==> src/rtl/div_unit_pkg.sv <==
// Shared definitions for the execute-stage divider: FSM encoding, HI/LO field layout, decoder funct codes.
package div_unit_pkg;

    typedef enum logic [1:0] {
        DIV_IDLE = 2'b00,
        DIV_BUSY = 2'b01,
        DIV_DONE = 2'b10
    } div_state_e;

    localparam int unsigned CPU_XLEN = 32;
    localparam int unsigned LO_LSB   = 0;
    localparam int unsigned LO_MSB   = CPU_XLEN - 1;
    localparam int unsigned HI_LSB   = CPU_XLEN;
    localparam int unsigned HI_MSB   = 2 * CPU_XLEN - 1;

    localparam logic [5:0] FUNCT_DIV  = 6'h1A;
    localparam logic [5:0] FUNCT_DIVU = 6'h1B;

    typedef struct packed {
        logic [CPU_XLEN-1:0] hi;
        logic [CPU_XLEN-1:0] lo;
    } hilo_t;

endpackage

==> src/rtl/div_step.sv <==
// One restoring-division iteration: shift the next dividend bit into the partial remainder, trial-subtract, restore on borrow.
module div_step
    import div_unit_pkg::*;
#(
    parameter int unsigned WIDTH = 32
) (
    input  logic [WIDTH-1:0] rem_i,
    input  logic [WIDTH-1:0] quo_i,
    input  logic [WIDTH-1:0] div_i,
    output logic [WIDTH-1:0] rem_nxt_c,
    output logic [WIDTH-1:0] quo_nxt_c
);

    logic [WIDTH:0] shifted;
    logic [WIDTH:0] diff;

    assign shifted = {rem_i, quo_i[WIDTH-1]};
    assign diff    = shifted - {1'b0, div_i};

    // The partial remainder stays below the divisor, so an accepted difference always fits in WIDTH bits.
    always_comb begin
        rem_nxt_c = shifted[WIDTH-1:0];
        quo_nxt_c = {quo_i[WIDTH-2:0], 1'b0};
        if (shifted >= {1'b0, div_i}) begin
            rem_nxt_c = diff[WIDTH-1:0];
            quo_nxt_c = {quo_i[WIDTH-2:0], 1'b1};
        end
    end

endmodule

==> src/rtl/div_unit.sv <==
// Multi-cycle radix-2 restoring divider for DIV/DIVU with pipeline stall; result is {remainder, quotient}.
// Optional DIV_ZERO_FAST_EN: a zero divisor seen at capture skips the iterations and finishes immediately.
module div_unit
    import div_unit_pkg::*;
#(
    parameter int unsigned WIDTH = 32,
    parameter int unsigned CNT_W = 6
) (
    input  logic               clk,
    input  logic               rst,
    input  logic               start_i,
    input  logic               signed_i,
    input  logic [WIDTH-1:0]   opa_i,
    input  logic [WIDTH-1:0]   opb_i,
    input  logic               cancel_i,
    output logic               stall_o,
    output logic               ready_o,
    output logic [2*WIDTH-1:0] result_o
);

    div_state_e         state_q, state_d;
    logic [CNT_W-1:0]   cnt_q, cnt_d;
    logic [WIDTH-1:0]   rem_q, rem_d;
    logic [WIDTH-1:0]   quo_q, quo_d;
    logic [WIDTH-1:0]   dvs_q, dvs_d;
    logic               qneg_q, qneg_d;
    logic               rneg_q, rneg_d;
    logic               ready_q, ready_d;
    logic [2*WIDTH-1:0] result_q, result_d;

    logic [WIDTH-1:0]   step_rem, step_quo;
    logic [WIDTH-1:0]   abs_a, abs_b;
    logic               cap_qneg, cap_rneg;

    function automatic logic [WIDTH-1:0] apply_sign(input logic [WIDTH-1:0] v, input logic neg);
        return neg ? (WIDTH'(0) - v) : v;
    endfunction

    assign abs_a    = (signed_i && opa_i[WIDTH-1]) ? (WIDTH'(0) - opa_i) : opa_i;
    assign abs_b    = (signed_i && opb_i[WIDTH-1]) ? (WIDTH'(0) - opb_i) : opb_i;
    assign cap_qneg = signed_i & (opa_i[WIDTH-1] ^ opb_i[WIDTH-1]);
    assign cap_rneg = signed_i & opa_i[WIDTH-1];

    div_step #(.WIDTH(WIDTH)) u_step (
        .rem_i     (rem_q),
        .quo_i     (quo_q),
        .div_i     (dvs_q),
        .rem_nxt_c (step_rem),
        .quo_nxt_c (step_quo)
    );

    // Next-state and datapath; result is registered on entry to DONE so it is valid while stall drops.
    always_comb begin
        state_d  = state_q;
        cnt_d    = cnt_q;
        rem_d    = rem_q;
        quo_d    = quo_q;
        dvs_d    = dvs_q;
        qneg_d   = qneg_q;
        rneg_d   = rneg_q;
        ready_d  = 1'b0;
        result_d = result_q;

        case (state_q)
            DIV_IDLE: begin
                if (start_i) begin
                    dvs_d   = abs_b;
                    quo_d   = abs_a;
                    rem_d   = '0;
                    qneg_d  = cap_qneg;
                    rneg_d  = cap_rneg;
                    cnt_d   = '0;
                    state_d = DIV_BUSY;
`ifdef DIV_ZERO_FAST_EN
                    if (opb_i == '0) begin
                        state_d  = DIV_DONE;
                        ready_d  = 1'b1;
                        result_d = {apply_sign(abs_a, cap_rneg), apply_sign('1, cap_qneg)};
                    end
`endif
                end
            end
            DIV_BUSY: begin
                rem_d = step_rem;
                quo_d = step_quo;
                cnt_d = cnt_q + CNT_W'(1);
                if (cnt_q == CNT_W'(WIDTH - 1)) begin
                    state_d  = DIV_DONE;
                    ready_d  = 1'b1;
                    result_d = {apply_sign(step_rem, rneg_q), apply_sign(step_quo, qneg_q)};
                end
            end
            DIV_DONE: state_d = DIV_IDLE;
            default:  state_d = DIV_IDLE;
        endcase

        // Flush wins over everything, including a start in the same cycle.
        if (cancel_i) begin
            state_d  = DIV_IDLE;
            ready_d  = 1'b0;
            result_d = result_q;
        end
    end

    always_ff @(posedge clk or posedge rst) begin
        if (rst) begin
            state_q  <= DIV_IDLE;
            cnt_q    <= '0;
            rem_q    <= '0;
            quo_q    <= '0;
            dvs_q    <= '0;
            qneg_q   <= 1'b0;
            rneg_q   <= 1'b0;
            ready_q  <= 1'b0;
            result_q <= '0;
        end else begin
            state_q  <= state_d;
            cnt_q    <= cnt_d;
            rem_q    <= rem_d;
            quo_q    <= quo_d;
            dvs_q    <= dvs_d;
            qneg_q   <= qneg_d;
            rneg_q   <= rneg_d;
            ready_q  <= ready_d;
            result_q <= result_d;
        end
    end

    // Combinational so the hazard unit freezes the pipe in the cycle the divide enters E.
    assign stall_o  = start_i & (state_q != DIV_DONE) & ~cancel_i;
    assign ready_o  = ready_q;
    assign result_o = result_q;

endmodule
==> config.mk <==
export PLATFORM = sky130hd
export DESIGN_NAME = div_unit
export DESIGN_NICKNAME = d
export VERILOG_FILES = /design/src/rtl/div_unit_pkg.sv /design/src/rtl/div_step.sv /design/src/rtl/div_unit.sv
export SDC_FILE = /design/constraint.sdc
export NUM_CORES = 1
export LEC_CHECK = 0
export ABC_AREA = 1
export CORE_MARGIN = 3
export CORE_UTILIZATION = 35
export CTS_CLUSTER_SIZE = 28
export DETAILED_ROUTE_END_ITERATION = 6
export GPL_TIMING_DRIVEN = 0
export HOLD_SLACK_MARGIN = 0.08
export PLACE_DENSITY = 0.6
export RECOVER_POWER = 100
export SETUP_SLACK_MARGIN = 0.2
export SYNTH_ARGS = -nofsm -noshare
export SYNTH_HDL_FRONTEND = slang
export SYNTH_SLANG_ARGS = --single-unit
==> constraint.sdc <==
create_clock -name clk -period 7.2 [get_ports clk]
set_input_delay 1.44 -clock clk [delete_from_list [all_inputs] [get_ports clk]]
set_output_delay 1.44 -clock clk [all_outputs]
set_load 0.03 [all_outputs]
==> results of run 1 <==
==> flip-flops by register name (all words and copies together), names as in the netlist, 2 cells and up <==
name,flops
cnt_q,6
quo_q,32
result_o,64
dvs_q,32
state_q,2
rem_q,32
==> worst max-delay path by stage <==
stage / from / end / cells after the start
after global placement: rst / dvs_q[17] / 2
after detailed placement: opa_i[0] / quo_q[28] / 16
after global routing: dvs_q[19] / result_o[26] / 24
after CTS: rem_q[18] / result_o[26] / 23
final: rem_q[18] / result_o[26] / 23
after floorplan: rst / cnt_q[0] / 1
==> metrics by stage <==
| stage | power (W) | hold WS [ps] |
|---|---|---|
| 2_1_floorplan | 0.00338 | 453 |
| 3_3_place_gp | 0.00427 | 462 |
| 3_5_place_dp | 0.00429 | 468 |
| 4_1_cts | 0.00518 | 486 |
| 5_1_grt | 0.00560 | 504 |
| 6_report | 0.00516 | 475 |
==> final cells by class <==
class	instances	area, sq um
timing repair buffer	135	1370
clock inverter	12	88.8
clock buffer	20	457
inverter	271	1020
sequential	171	4280
multi-input combinational	1418	7050
tap	461	577
buffer	62	272
fill	3801	20500
==> synth_stat cells (3+ instances only) <==
cell        n
nand2_2    18
a21oi_1    32
o221ai_1    3
a31oi_1     7
inv_1     265
xor2_1     69
o22ai_1     5
buf_6       4
buf_2       5
clkbuf_1   45
nor2_1    173
buf_1       6
inv_2       5
nor2_4      4
xnor2_1    21
nand4_1    16
nand2_1   616
dfrtp_1   171
nor4_1      9
nand2_4     4
nor2_2      7
o31ai_1     7
nand3_1   137
ha_1       37
a22oi_1    30
o21ai_1     3
and2_1      8
nand3b_1   10
or2_2       6
nor3_1     26
o21ai_0   145
nand3_2     6
==> tightest hold or removal path, delay by kind of cell (launching register included) <==
family,cells,cell delay [ps]
DFF,1,340
and+or+nand+nor,2,100
==> power groups by stage <==
stage	clock [W]	sequential [W]	combinational (W)
after floorplan	0	0.00122	0.00216
after global placement	0	0.00129	0.00297
after detailed placement	0	0.00129	0.00299
after CTS	0.000898	0.00128	0.00301
after global routing	0.000939	0.00129	0.00337
final	0.000884	0.00128	0.00299
==> cells by family (layout without fill, tap and decap cells) <==
family / Yosys count / count (layout) / share of synthesized area
compound gates: 245 / 245 / 0.110
xor+xnor: 90 / 90 / 0.0621
fa+ha+maj: 38 / 38 / 0.0380
buf+inv: 333 / 500 / 0.102
flops: 171 / 171 / 0.337
simple gates: 1045 / 1045 / 0.352
==> layer usage <==
metal / share of wire / vias to the layer above / GRT usage
li1: - / 6401 / -
met4: 0.021 / 0 / 0.0594
met1: 0.47 / 6017 / 0.315
met5: 0 / - / 0
met3: 0.050 / 50 / 0.0255
met2: 0.46 / 361 / 0.370
==> reports/metrics.cfg, run 1 <==
[synth]
synth_largest_area_cell=dfrtp_1
syn_avg_cell_area_sq_um=6.61
netlist.area_leader.share=0.337
synthArstFlopShare=1.00
synthTopCellsByArea=dfrtp_1 34%, nand2_1 18%, inv_1 7.8%
synth_seq_area_share=0.337
yosys_register_bits=171
synth_warnings=0
synthCells=1922
synthDistinctLibCells=49
synth_edf_count=0
synthFlopType=dfrtp_1
synthesis.nets=2029
synth_area_sq_mm=0.0127

[hold_path]
min_path_type=reg -> reg
worstHoldStart=result_o[55]
holdPathEnd=result_o[55]
whs_path_depth=2

[setup_path]
worst_path_most_repeated_cell=nand2_1
end_kind=flip-flop
cp_max_fo=10
crit_buf_inv=3
reg2reg_to=result_o[26]
critPathSlowestCell=dfrtp_1
start_kind=flip-flop
crit-reg2reg-launch=rem_q[18]
slowest_delay_ps=460
critPathTopFamily=simple AND/OR/NAND/NOR gates
critPathKind=reg -> reg
reg2reg_slack_ps=1970
reg2reg_depth=23
worstPathRequired_ps=7500
crit_chain=ha_1 -> nand2_1 -> inv_1 -> nand2_1 -> nand2_1 -> nand2_1 -> nand2_1 -> nand2_1 -> nand3_2 -> nor2_1 -> nand2_1 -> clkbuf_1 -> inv_1 -> ha_1 -> nand2_1 -> nor3_1 -> nand3_1 -> nor2_1 -> nand4_1 -> nor4_1 -> a31oi_1 -> xnor2_1 -> o21ai_0
worstPathArrival_ps=5540

[layout]
utilization=0.424
fin_area_sq_mm=0.0151
diodes=0
nets=2183
final_cells=2550
area_growth_pct=19.0
mostFrequentLayoutCell=nand2_1
drive_above_1_share=0.0407
layout_common_cells=623 x nand2_1, 264 x inv_1, 177 x nor2_1

[run_status]
status=complete, but fails checks
violations=max-capacitance violations, max-slew violations

[place]
io_buffer_count=134
hpwl_microns=35100
dpl.cell_count=2518
dp_slack_ps=2660
place_area_sq_mm=0.0147
gp_congestion=0.960

[drt]
dr_total_vias=12829
drt-initial-drc-count=984
wirelength_microns=43100
firstDrtPassIters=7
viasPerCell=5.03
ant_nets=0
drcViolationCount=0
post_drt_wl_per_cell_microns=16.9

[clocking]
clock_latency_ps=450
cts_tree=built
holdBufCountCts=0
htree_levels=4
post_cts_resized=0
cts_buffers=17
cts.path.max_buffers=2
cts.clk_slew.worst_paths_ps=70
cts.root.buffer_cell=clkbuf_16
clock_sink_count=171
cts_setup_buffers=0

[grt]
grt_first_pass_wirelength_microns=67700
grt_antenna_before_repair=0
grt_pass1_vias=12257
grt.overflow.total=0
grt_max_degree=94
grt.total_usage=0.224

[sta]
final.setup_skew_ps=12.4
rsz0062_at_grt=false
finalHoldViolations=0
fmax_mhz=191
max-slew-margin-rel=-1.46
tightest_slew_ps=3660
setup_viol=0
fin_crit_sh=0.727
fin_tns_setup_ps=0
finalCriticalPeriod_ps=5230
setup_ws_ps=1970
drv_slew=79

[power_and_ir_drop]
p_leak_nw=7.73
max-vdd-ir-drop_mv=0.208
switchingPower_w=0.00268
power.share.clock=0.171
pwr-share-comb=0.580
sw_frac_of_total=0.519
p_int_w=0.00248
seq_power_share=0.248
power.density_mw_per_mm2=341

[floorplan]
core_sq_mm=0.0357
ios=135
die_w_microns=197
rows=69
start_util=0.356
fp.dieArea_sq_mm=0.0386
die_h_microns=197

[run]
drv_cap=1

(Power assumes the default switching activity.)
==> run 2, diff against run 1 <==
- clock period: 7.2 -> 5.3 ns (I/O delays scaled with it)
==> reports/metrics.cfg, run 2 (synthesis gave the netlist of run 1 again) <==
[run_status]
status=complete, but fails checks
violations=max-capacitance violations, max-slew violations

[setup_path]
end_kind=flip-flop
worst_path_most_repeated_cell=nand2_1
crit_chain=inv_1 -> ha_1 -> nand2_1 -> inv_1 -> nand2_1 -> nand2_1 -> nand2_1 -> nand2_1 -> nand2_1 -> nand3_1 -> nor2_4 -> nand2_4 -> buf_2 -> inv_1 -> ha_1 -> nand2_1 -> nor3_1 -> nand3_1 -> nor2_1 -> nand4_1 -> nor4_1 -> a31oi_1 -> xnor2_1 -> o21ai_0
crit-reg2reg-launch=dvs_q[20]
start_kind=flip-flop
reg2reg_to=result_o[26]
slowest_delay_ps=430  ; -30 ps
critPathSlowestCell=nor4_1
crit_end=result_o[26]
crit_buf_inv=4  ; +1
cp_max_fo=10  ; unchanged
reg2reg_slack_ps=720  ; -1250 ps
worstPathArrival_ps=4890  ; -650 ps
critPathLaunch=dvs_q[20]
critPathKind=reg -> reg
reg2reg_depth=24  ; +4.3%
critPathTopFamily=simple AND/OR/NAND/NOR gates
path_depth=24  ; +4.3%
worstPathRequired_ps=5610  ; -1890 ps

[power_and_ir_drop]
p_leak_nw=7.76  ; +0.46%
seq_power_share=0.245  ; -0.003
power.density_mw_per_mm2=466  ; +36%
power.share.clock=0.180  ; +0.009
pwr-share-comb=0.575  ; -0.005
sw_frac_of_total=0.520  ; +0.000550
p_int_w=0.00340  ; +37%
switchingPower_w=0.00368  ; +37%
max-vdd-ir-drop_mv=0.282  ; +36%

[drt]
post_drt_wl_per_cell_microns=16.9  ; +0.17%
firstDrtPassIters=6  ; -1
dr_total_vias=12811  ; -0.14%
ant_nets=0  ; unchanged
drcViolationCount=0  ; unchanged
wirelength_microns=43200  ; +0.29%
viasPerCell=5.02  ; -0.26%
drt-initial-drc-count=1032  ; +4.9%

[clocking]
cts.path.max_buffers=2  ; unchanged
cts.root.buffer_cell=clkbuf_16
cts_buffers=17  ; unchanged
clock_sink_count=171  ; unchanged
post_cts_resized=0  ; unchanged
holdBufCountCts=0  ; unchanged
clock_latency_ps=450  ; about the same
cts.clk_slew.worst_paths_ps=80  ; about the same
cts_tree=built
cts_setup_buffers=0  ; unchanged
htree_levels=4  ; unchanged

[hold_path]
min_path_type=reg -> reg

[grt]
grt_max_degree=43  ; -54%
grt.overflow.total=0  ; unchanged
grt_pass1_vias=12360  ; +0.84%
met2_usage=0.366  ; -0.00452
grt.total_usage=0.225  ; +0.000935
grt_busiest_layer=met2
grt_antenna_before_repair=0  ; unchanged
met1_usage=0.318  ; +0.00342
grt_first_pass_wirelength_microns=68500  ; +1.1%
use_met3=0.0304  ; +0.00496

[sta]
rsz0062_at_grt=false
max-slew-margin-rel=-0.516  ; +0.940
finalHoldViolations=0  ; unchanged
fin_tns_setup_ps=0  ; unchanged
setup_viol=0  ; unchanged
final.setup_skew_ps=12.9  ; +0.527 ps
tightest_slew_ps=2270  ; -1390 ps
finalCriticalPeriod_ps=4580  ; -647 ps
fin_crit_sh=0.865  ; +0.138
fmax_mhz=218  ; +14%
drv_slew=38  ; -52%

[place]
gp_congestion=0.945  ; -1.6%
hpwl_microns=35400  ; +0.65%
place_area_sq_mm=0.0147  ; +0.33%
io_buffer_count=134  ; unchanged

[floorplan]
fp.dieArea_sq_mm=0.0386  ; unchanged
ios=135  ; unchanged
die_w_microns=197  ; unchanged
rows=69  ; unchanged
start_util=0.356  ; unchanged
core_sq_mm=0.0357  ; unchanged
die_h_microns=197  ; unchanged

[layout]
fin_area_sq_mm=0.0152  ; +0.47%
largest_reg_flops=64  ; unchanged
layout_common_cells=621 x nand2_1, 264 x inv_1, 176 x nor2_1
area_growth_pct=19.5
mostFrequentLayoutCell=nand2_1
diodes=0  ; unchanged
nets=2186  ; +0.14%
drive_above_1_share=0.0435  ; +0.00281

[run]
drv_cap=1  ; unchanged

-- run 2: changes by cell type in the layout (fill, tap and decap cells not counted), moves of 2 or more --
cell | before | now
clkinvlp_4 | 4 | 2
buf_12 | 0 | 2
clkinv_2 | 3 | 0
nand2_1 | 623 | 621
inv_6 | 3 | 5
inv_8 | 0 | 3
-- run 2: power groups by stage --
| stage | Clock [W] | Combinational (W) | Sequential (W) |
|---|---|---|---|
| after detailed placement | 0 | 0.00406 | 0.00175 |
| after global placement | 0 | 0.00404 | 0.00175 |
| final | 0.00128 | 0.00407 | 0.00173 |
| after CTS | 0.00129 | 0.00409 | 0.00173 |
| after global routing | 0.00135 | 0.00458 | 0.00175 |
| after floorplan | 0 | 0.00293 | 0.00165 |
-- run 2: how the worst min path moves through the flow --
stage	cells past startpoint	slack [ps]	end	from
3_3_place_gp	2	470	result_o[51]	result_o[51]
3_5_place_dp	2	470	result_o[48]	result_o[48]
5_1_grt	2	500	result_o[21]	result_o[21]
2_1_floorplan	2	450	dvs_q[10]	dvs_q[10]
6_report	2	470	result_o[48]	result_o[48]
4_1_cts	2	490	result_o[48]	result_o[48]
-- run 2: worst reg2reg max path, delay by kind of cell, from the launching register on --
family          cells  cell delay (ps)
simple gates       15             2260
flops               1              380
fa+ha+maj           2              530
compound gates      2              310
xor+xnor            1              330
buf+inv             4              650
-- run 2: area by class of cell --
type | instances | area (sq um)
flip-flops and latches | 171 | 4280
clock buffers | 19 | 453
plain buffers | 62 | 273
clock inverters | 13 | 126
repair buffers | 138 | 1390
multi-input cells | 1418 | 7070
fillers | 3754 | 20500
inverters | 271 | 1020
well taps | 461 | 577
-- run 2: per-stage QoR --
| stage | hold slack (ps) | cells | util | power [W] | worst slack [ps] |
|---|---|---|---|---|---|
| finish | 474 | 2553 | 0.426 | 0.00707 | 716 |
| global placement | 466 | 2517 | 0.410 | 0.00579 | 539 |
| detailed placement | 468 | 2521 | 0.412 | 0.00582 | 815 |
| CTS | 488 | 2553 | 0.429 | 0.00711 | 771 |
| global route | 500 | 2553 | 0.426 | 0.00768 | 309 |
| floorplan | 453 | 1922 | - | 0.00459 | 1880 |
-- run 2: layer usage --
layer | share of wire | routed length, microns | vias up
met5 | 0 | 0 | -
met4 | 0.023 | 977 | 0
met3 | 0.049 | 2100 | 54
met2 | 0.46 | 19800 | 343
met1 | 0.47 | 20400 | 6002
li1 | - | - | 6412
